[src/rtl/nfc_page_wbuf.sv]
// rtl/nfc_page_wbuf.sv - ping-pong NAND page write buffer into dual-port RAM port A; NFC_WBUF_PACK_EN enables byte-pair packing
module nfc_page_wbuf #(
    parameter int          PAGE_BYTES = 4608,
    parameter logic [12:0] BANK1_BASE = 13'd2304
) (
    input  logic        clk,
    input  logic        rst_n,
    input  logic        byte_vld,
    input  logic [7:0]  byte_data,
    input  logic        byte_last,
    output logic        byte_rdy,
    output logic [12:0] dpram_addra,
    output logic        dpram_cena,
    output logic [1:0]  dpram_wena,
    output logic [15:0] dpram_dina,
    output logic [1:0]  buf_full,
    output logic [12:0] buf_len0,
    output logic [12:0] buf_len1,
    output logic [1:0]  buf_trunc,
    input  logic [1:0]  buf_free
);

    localparam logic [12:0] PAGE_LIMIT = 13'(PAGE_BYTES);

    typedef enum logic [1:0] {
        ST_WAIT  = 2'd0,
        ST_FILL  = 2'd1,
        ST_CLOSE = 2'd2
    } state_t;

    state_t      state;
    logic        bank;
    logic [12:0] byte_cnt;
    logic        close_trunc;

    logic        accept;
    logic [12:0] cnt_inc;
    logic        page_end;
    logic [12:0] cur_base;
    logic [12:0] wr_addr;
    logic [1:0]  freed;
    logic [1:0]  full_after_free;
    logic        cur_bank_free;
    logic        next_bank_free;
    logic [1:0]  close_set;

`ifdef NFC_WBUF_PACK_EN
    logic [7:0]  pack_byte;
`endif

    // Acceptance, page-end detection, addressing and bank availability after this cycle's releases
    always_comb begin
        accept          = byte_vld & byte_rdy;
        cnt_inc         = byte_cnt + 13'd1;
        page_end        = byte_last | (cnt_inc == PAGE_LIMIT);
        cur_base        = bank ? BANK1_BASE : 13'd0;
        wr_addr         = cur_base + {1'b0, byte_cnt[12:1]};
        freed           = buf_free & buf_full;
        full_after_free = buf_full & ~freed;
        cur_bank_free   = ~full_after_free[bank];
        next_bank_free  = ~full_after_free[~bank];
        close_set       = 2'b00;
        if (state == ST_CLOSE) begin
            close_set = bank ? 2'b10 : 2'b01;
        end
    end

    // Write FSM: waits for the current bank, fills it, then spends one cycle closing it
    always_ff @(posedge clk or negedge rst_n) begin
        if (!rst_n) begin
            state       <= ST_WAIT;
            byte_rdy    <= 1'b0;
            bank        <= 1'b0;
            byte_cnt    <= 13'd0;
            close_trunc <= 1'b0;
        end else begin
            case (state)
                ST_WAIT: begin
                    if (cur_bank_free) begin
                        state    <= ST_FILL;
                        byte_rdy <= 1'b1;
                    end
                end
                ST_FILL: begin
                    if (accept) begin
                        byte_cnt <= cnt_inc;
                        if (page_end) begin
                            state       <= ST_CLOSE;
                            byte_rdy    <= 1'b0;
                            close_trunc <= ~byte_last;
                        end
                    end
                end
                ST_CLOSE: begin
                    bank     <= ~bank;
                    byte_cnt <= 13'd0;
                    if (next_bank_free) begin
                        state    <= ST_FILL;
                        byte_rdy <= 1'b1;
                    end else begin
                        state    <= ST_WAIT;
                        byte_rdy <= 1'b0;
                    end
                end
                default: begin
                    state    <= ST_WAIT;
                    byte_rdy <= 1'b0;
                end
            endcase
        end
    end

    // RAM port A: one-cycle write strobe for each accepted byte (or byte pair when packing)
    always_ff @(posedge clk or negedge rst_n) begin
        if (!rst_n) begin
            dpram_cena  <= 1'b1;
            dpram_wena  <= 2'b11;
            dpram_addra <= 13'd0;
            dpram_dina  <= 16'd0;
`ifdef NFC_WBUF_PACK_EN
            pack_byte   <= 8'd0;
`endif
        end else begin
            dpram_cena <= 1'b1;
            dpram_wena <= 2'b11;
            if (state == ST_FILL && accept) begin
`ifdef NFC_WBUF_PACK_EN
                if (byte_cnt[0]) begin
                    dpram_cena  <= 1'b0;
                    dpram_wena  <= 2'b00;
                    dpram_addra <= wr_addr;
                    dpram_dina  <= {byte_data, pack_byte};
                end else begin
                    pack_byte <= byte_data;
                end
`else
                dpram_cena  <= 1'b0;
                dpram_wena  <= byte_cnt[0] ? 2'b01 : 2'b10;
                dpram_addra <= wr_addr;
                dpram_dina  <= {byte_data, byte_data};
`endif
            end
`ifdef NFC_WBUF_PACK_EN
            else if (state == ST_CLOSE && byte_cnt[0]) begin
                dpram_cena  <= 1'b0;
                dpram_wena  <= 2'b10;
                dpram_addra <= wr_addr;
                dpram_dina  <= {8'h00, pack_byte};
            end
`endif
        end
    end

    // Bank status: release on consumer pulse, mark full with length and truncation on close
    always_ff @(posedge clk or negedge rst_n) begin
        if (!rst_n) begin
            buf_full  <= 2'b00;
            buf_trunc <= 2'b00;
            buf_len0  <= 13'd0;
            buf_len1  <= 13'd0;
        end else begin
            buf_full  <= full_after_free | close_set;
            buf_trunc <= (buf_trunc & ~freed & ~close_set) | (close_trunc ? close_set : 2'b00);
            if (state == ST_CLOSE) begin
                if (bank) begin
                    buf_len1 <= byte_cnt;
                end else begin
                    buf_len0 <= byte_cnt;
                end
            end
        end
    end

endmodule

[config.mk]
export PLATFORM = sky130hd
export DESIGN_NAME = nfc_page_wbuf
export DESIGN_NICKNAME = d
export VERILOG_FILES = /design/src/rtl/nfc_page_wbuf.sv
export SDC_FILE = /design/constraint.sdc
export NUM_CORES = 1
export LEC_CHECK = 0
export CORE_UTILIZATION = 45
export DETAILED_ROUTE_END_ITERATION = 16
export GPL_TIMING_DRIVEN = 1
export PLACE_DENSITY = 0.76
export SETUP_SLACK_MARGIN = 0.02
export SYNTH_ARGS = -nofsm -noshare
export SYNTH_HDL_FRONTEND = slang
export SYNTH_SLANG_ARGS = --single-unit
[constraint.sdc]
create_clock -name clk -period 1.9 [get_ports clk]
set_clock_uncertainty 0.1 [all_clocks]
set_input_delay 0.38 -clock clk [delete_from_list [all_inputs] [get_ports clk]]
set_output_delay 0.38 -clock clk [all_outputs]
set_load 0.005 [all_outputs]
==> metrics.txt <==
Seq cells post-synth=72; # port buffers=76; Worst Setup Start Kind=flip-flop; Worst Path Required=2.03 ns; area delta synth->final=42.52%; clk sinks=72; Fill cells=565; Mapped Nets=338; status=complete, but fails checks; maxcap violations=0; RSZ-0062 raised after global routing=yes; Core Rows=30; fmax=0.4941 GHz; most instantiated library cell after synthesis=nand2_1; crit path max fanout=7; EDFF count, synth=0; CP Cell Sequence=ha_4 -> or3b_4 -> nor4_4 -> a2bb2oi_2 -> a31oi_2 -> o21a_1; Yosys cell types=49; Crit path arrival time=2.16 ns; peak per-stage delay on the critical path=0.46 ns; Ant. Diodes=0; Post-route DRC=0; vias in the first global route=2597; largest net degree at the start of global routing=36; core area=6907 um^2; Post-Synthesis Cells=319; Seq. cell area=1814 um^2; drt pass-1 iters=4; CTS Buf Count=9; final hold vios=0; Horiz. Die Dim=87.47 um; share of cells above drive strength 1=27.08%; Most Crowded Layer GR=met2; met2 Track Usage GR=34.45%; ys flop type=dfrtp_1; Tcrit/Tclk final=106.5%; static leakage=2.234 nW; syn_area_per_cell=10.30 um^2; Final WS setup=-0.1237 ns; Hold/Removal Path Class=flip-flop to flip-flop; grt ovf=0; Setup TNS=-0.3781 ns; first-pass GRT wire length=12.54 mm; CTS tree=yes; worst-skew pair later-pin latency=0.35 ns; Yosys top cell area share=52.53%; total wire length=7.968 mm; initial antenna violation count=0; die area=7650 um^2; cell accounting for the most synthesized area=dfrtp_1; Crit Path Class=flip-flop to flip-flop; WL per Instance=15.09 um; Synth area leaders=dfrtp_1 53%, mux2_2 9.3%, nand2_1 8.9%, o21ai_0 3.0%, dfstp_2 2.4%; minimum clock period=2.024 ns; Crit-path slowest cell=dfrtp_2; worst hold-check slack=0.3733 ns; Seq/Total Area, Yosys=54.93%; GR Layer Usage met1=29.24%; H-tree Lvls=3; Yosys Warn Count=0; Final HPWL DP=5.521 mm; Max Slew Vio Count=0; placed inst area=4398 um^2; Initial Util=47.59%; io pins=77; GRT Overall Usage=22.00%; Util after Layout=67.83%; Pwr per Cell Area=568.8 nW/um^2; critical path endpoint category=flip-flop; overall power=2.664 mW; GR Util met3=5.024%; actual slew at the worst max-slew pin=0.4745 ns; gpl congestion=0.9071; post-layout instance area=4684 um^2; initial DRC count=206; Synth top cells by count=78 x nand2_1, 69 x dfrtp_1, 27 x mux2_2, 20 x o21ai_0, 17 x clkbuf_1; Worst slew margin=68.37%; Clock Pin Slew Worst Setup and Hold Paths=0.07 ns; vias=2758; Multi-input gate area=1424 um^2; Synth Cell Area=3287 um^2; fin nets=446; Detail Route Antenna Nets=0; failing checks=setup timing; Worst VDD drop=0.3492 mV; clk root buf=clkbuf_8; vias per cell=5.223; largest buffer count on any clock path=2; Die Height=87.47 um; final setup fails=4; Post-synth ARST share=100.0%
[report_power, final]
group,switching (mW),internal (mW),total (mW),leakage [nW]
logic,0.0428,0.0407,0.0835,1.18
clock network,0.537,0.507,1.04,0.0834
registers,0.00199,1.54,1.54,0.971
total,0.582,2.08,2.66,2.23
[logic make-up (layout without fill, tap and decap cells)]
logic type               after synthesis  after routing  synth area share, %
AO/OA/AOI/OAI                         50             50                9.669
adder cells (fa/ha/maj)                5              5                1.903
flip-flops                            72             72                54.93
AND/OR/NAND/NOR                      128            128                17.97
buffers and inverters                 31            144                4.606
multiplexers                          29             29                9.859
XOR/XNOR                               4              4                1.066
[cell usage in the layout (no fill, tap or decap), drive strengths merged, types with 5 or more instances in the layout]
| cell type | count |
|---|---|
| nand2 | 78 |
| clkdlybuf4s50 | 75 |
| dfrtp | 69 |
| buf | 50 |
| mux2 | 27 |
| o21ai | 24 |
| nor2 | 15 |
| clkbuf | 13 |
| nand3 | 9 |
| nand4 | 6 |
| a31oi | 5 |
| ha | 5 |
[worst max-delay path, delay by kind of cell, from the launching register on]
| kind | cells | cell delay (ns) |
|---|---|---|
| flops | 1 | 0.46 |
| compound gates | 3 | 0.56 |
| simple gates | 2 | 0.64 |
| fa+ha+maj | 1 | 0.15 |
[final timing paths]
kind	startpoint	to	slack, ns	cells after the start
hold reg to reg	dpram_addra[2]	dpram_addra[2]	0.37	2
max in group asynchronous	rst_n	state[0]	0.72	3
setup reg to reg	byte_cnt[0]	state[0]	-0.12	6
setup / recovery	byte_cnt[0]	state[0]	-0.12	6
min in group asynchronous	rst_n	dpram_addra[10]	0.43	2
hold / removal	dpram_addra[2]	dpram_addra[2]	0.37	2
[registers in the layout, summed over array words and instances (netlist names)]
name,count
buf_len1,13
close_trunc,1
dpram_addra,13
dpram_dina,8
byte_cnt,13
dpram_cena,1
dpram_wena,2
buf_len0,13
buf_trunc,2
buf_full,2
byte_rdy,1
bank,1
state,2
[per-stage QoR]
stage	cells	setup WS, ns
after floorplan	319	0.07042
after global placement	507	-0.04060
after detailed placement	507	-0.1139
after CTS	526	-0.05462
after global routing	528	-0.1940
final	528	-0.1237
[per-layer routing]
layer  vias up  share of wire (%)
met2        85                 49
li1       1307                  -
met5         -                  0
met1      1351                 44
met3        15                5.0
met4         0                2.4
[final cells by class]
cell class,count,share of cell area (%)
clock inverters,3,0.3739
well taps,96,2.564
flip-flops and latches,72,38.73
inverters,2,0.1603
repair buffers,126,24.60
clock buffers,13,3.178
multi-input cells,216,30.40
[repair_timing]
item | in CTS | in global routing
endpoints found under the hold margin | 30 | 0
hold buffers | 1 | 0
gates resized for setup | 1 | 16
setup buffers | 2 | 2
pin swaps | 0 | 7
endpoints found under the setup margin | 2 | 6
Power figures use the tool's default switching activity.
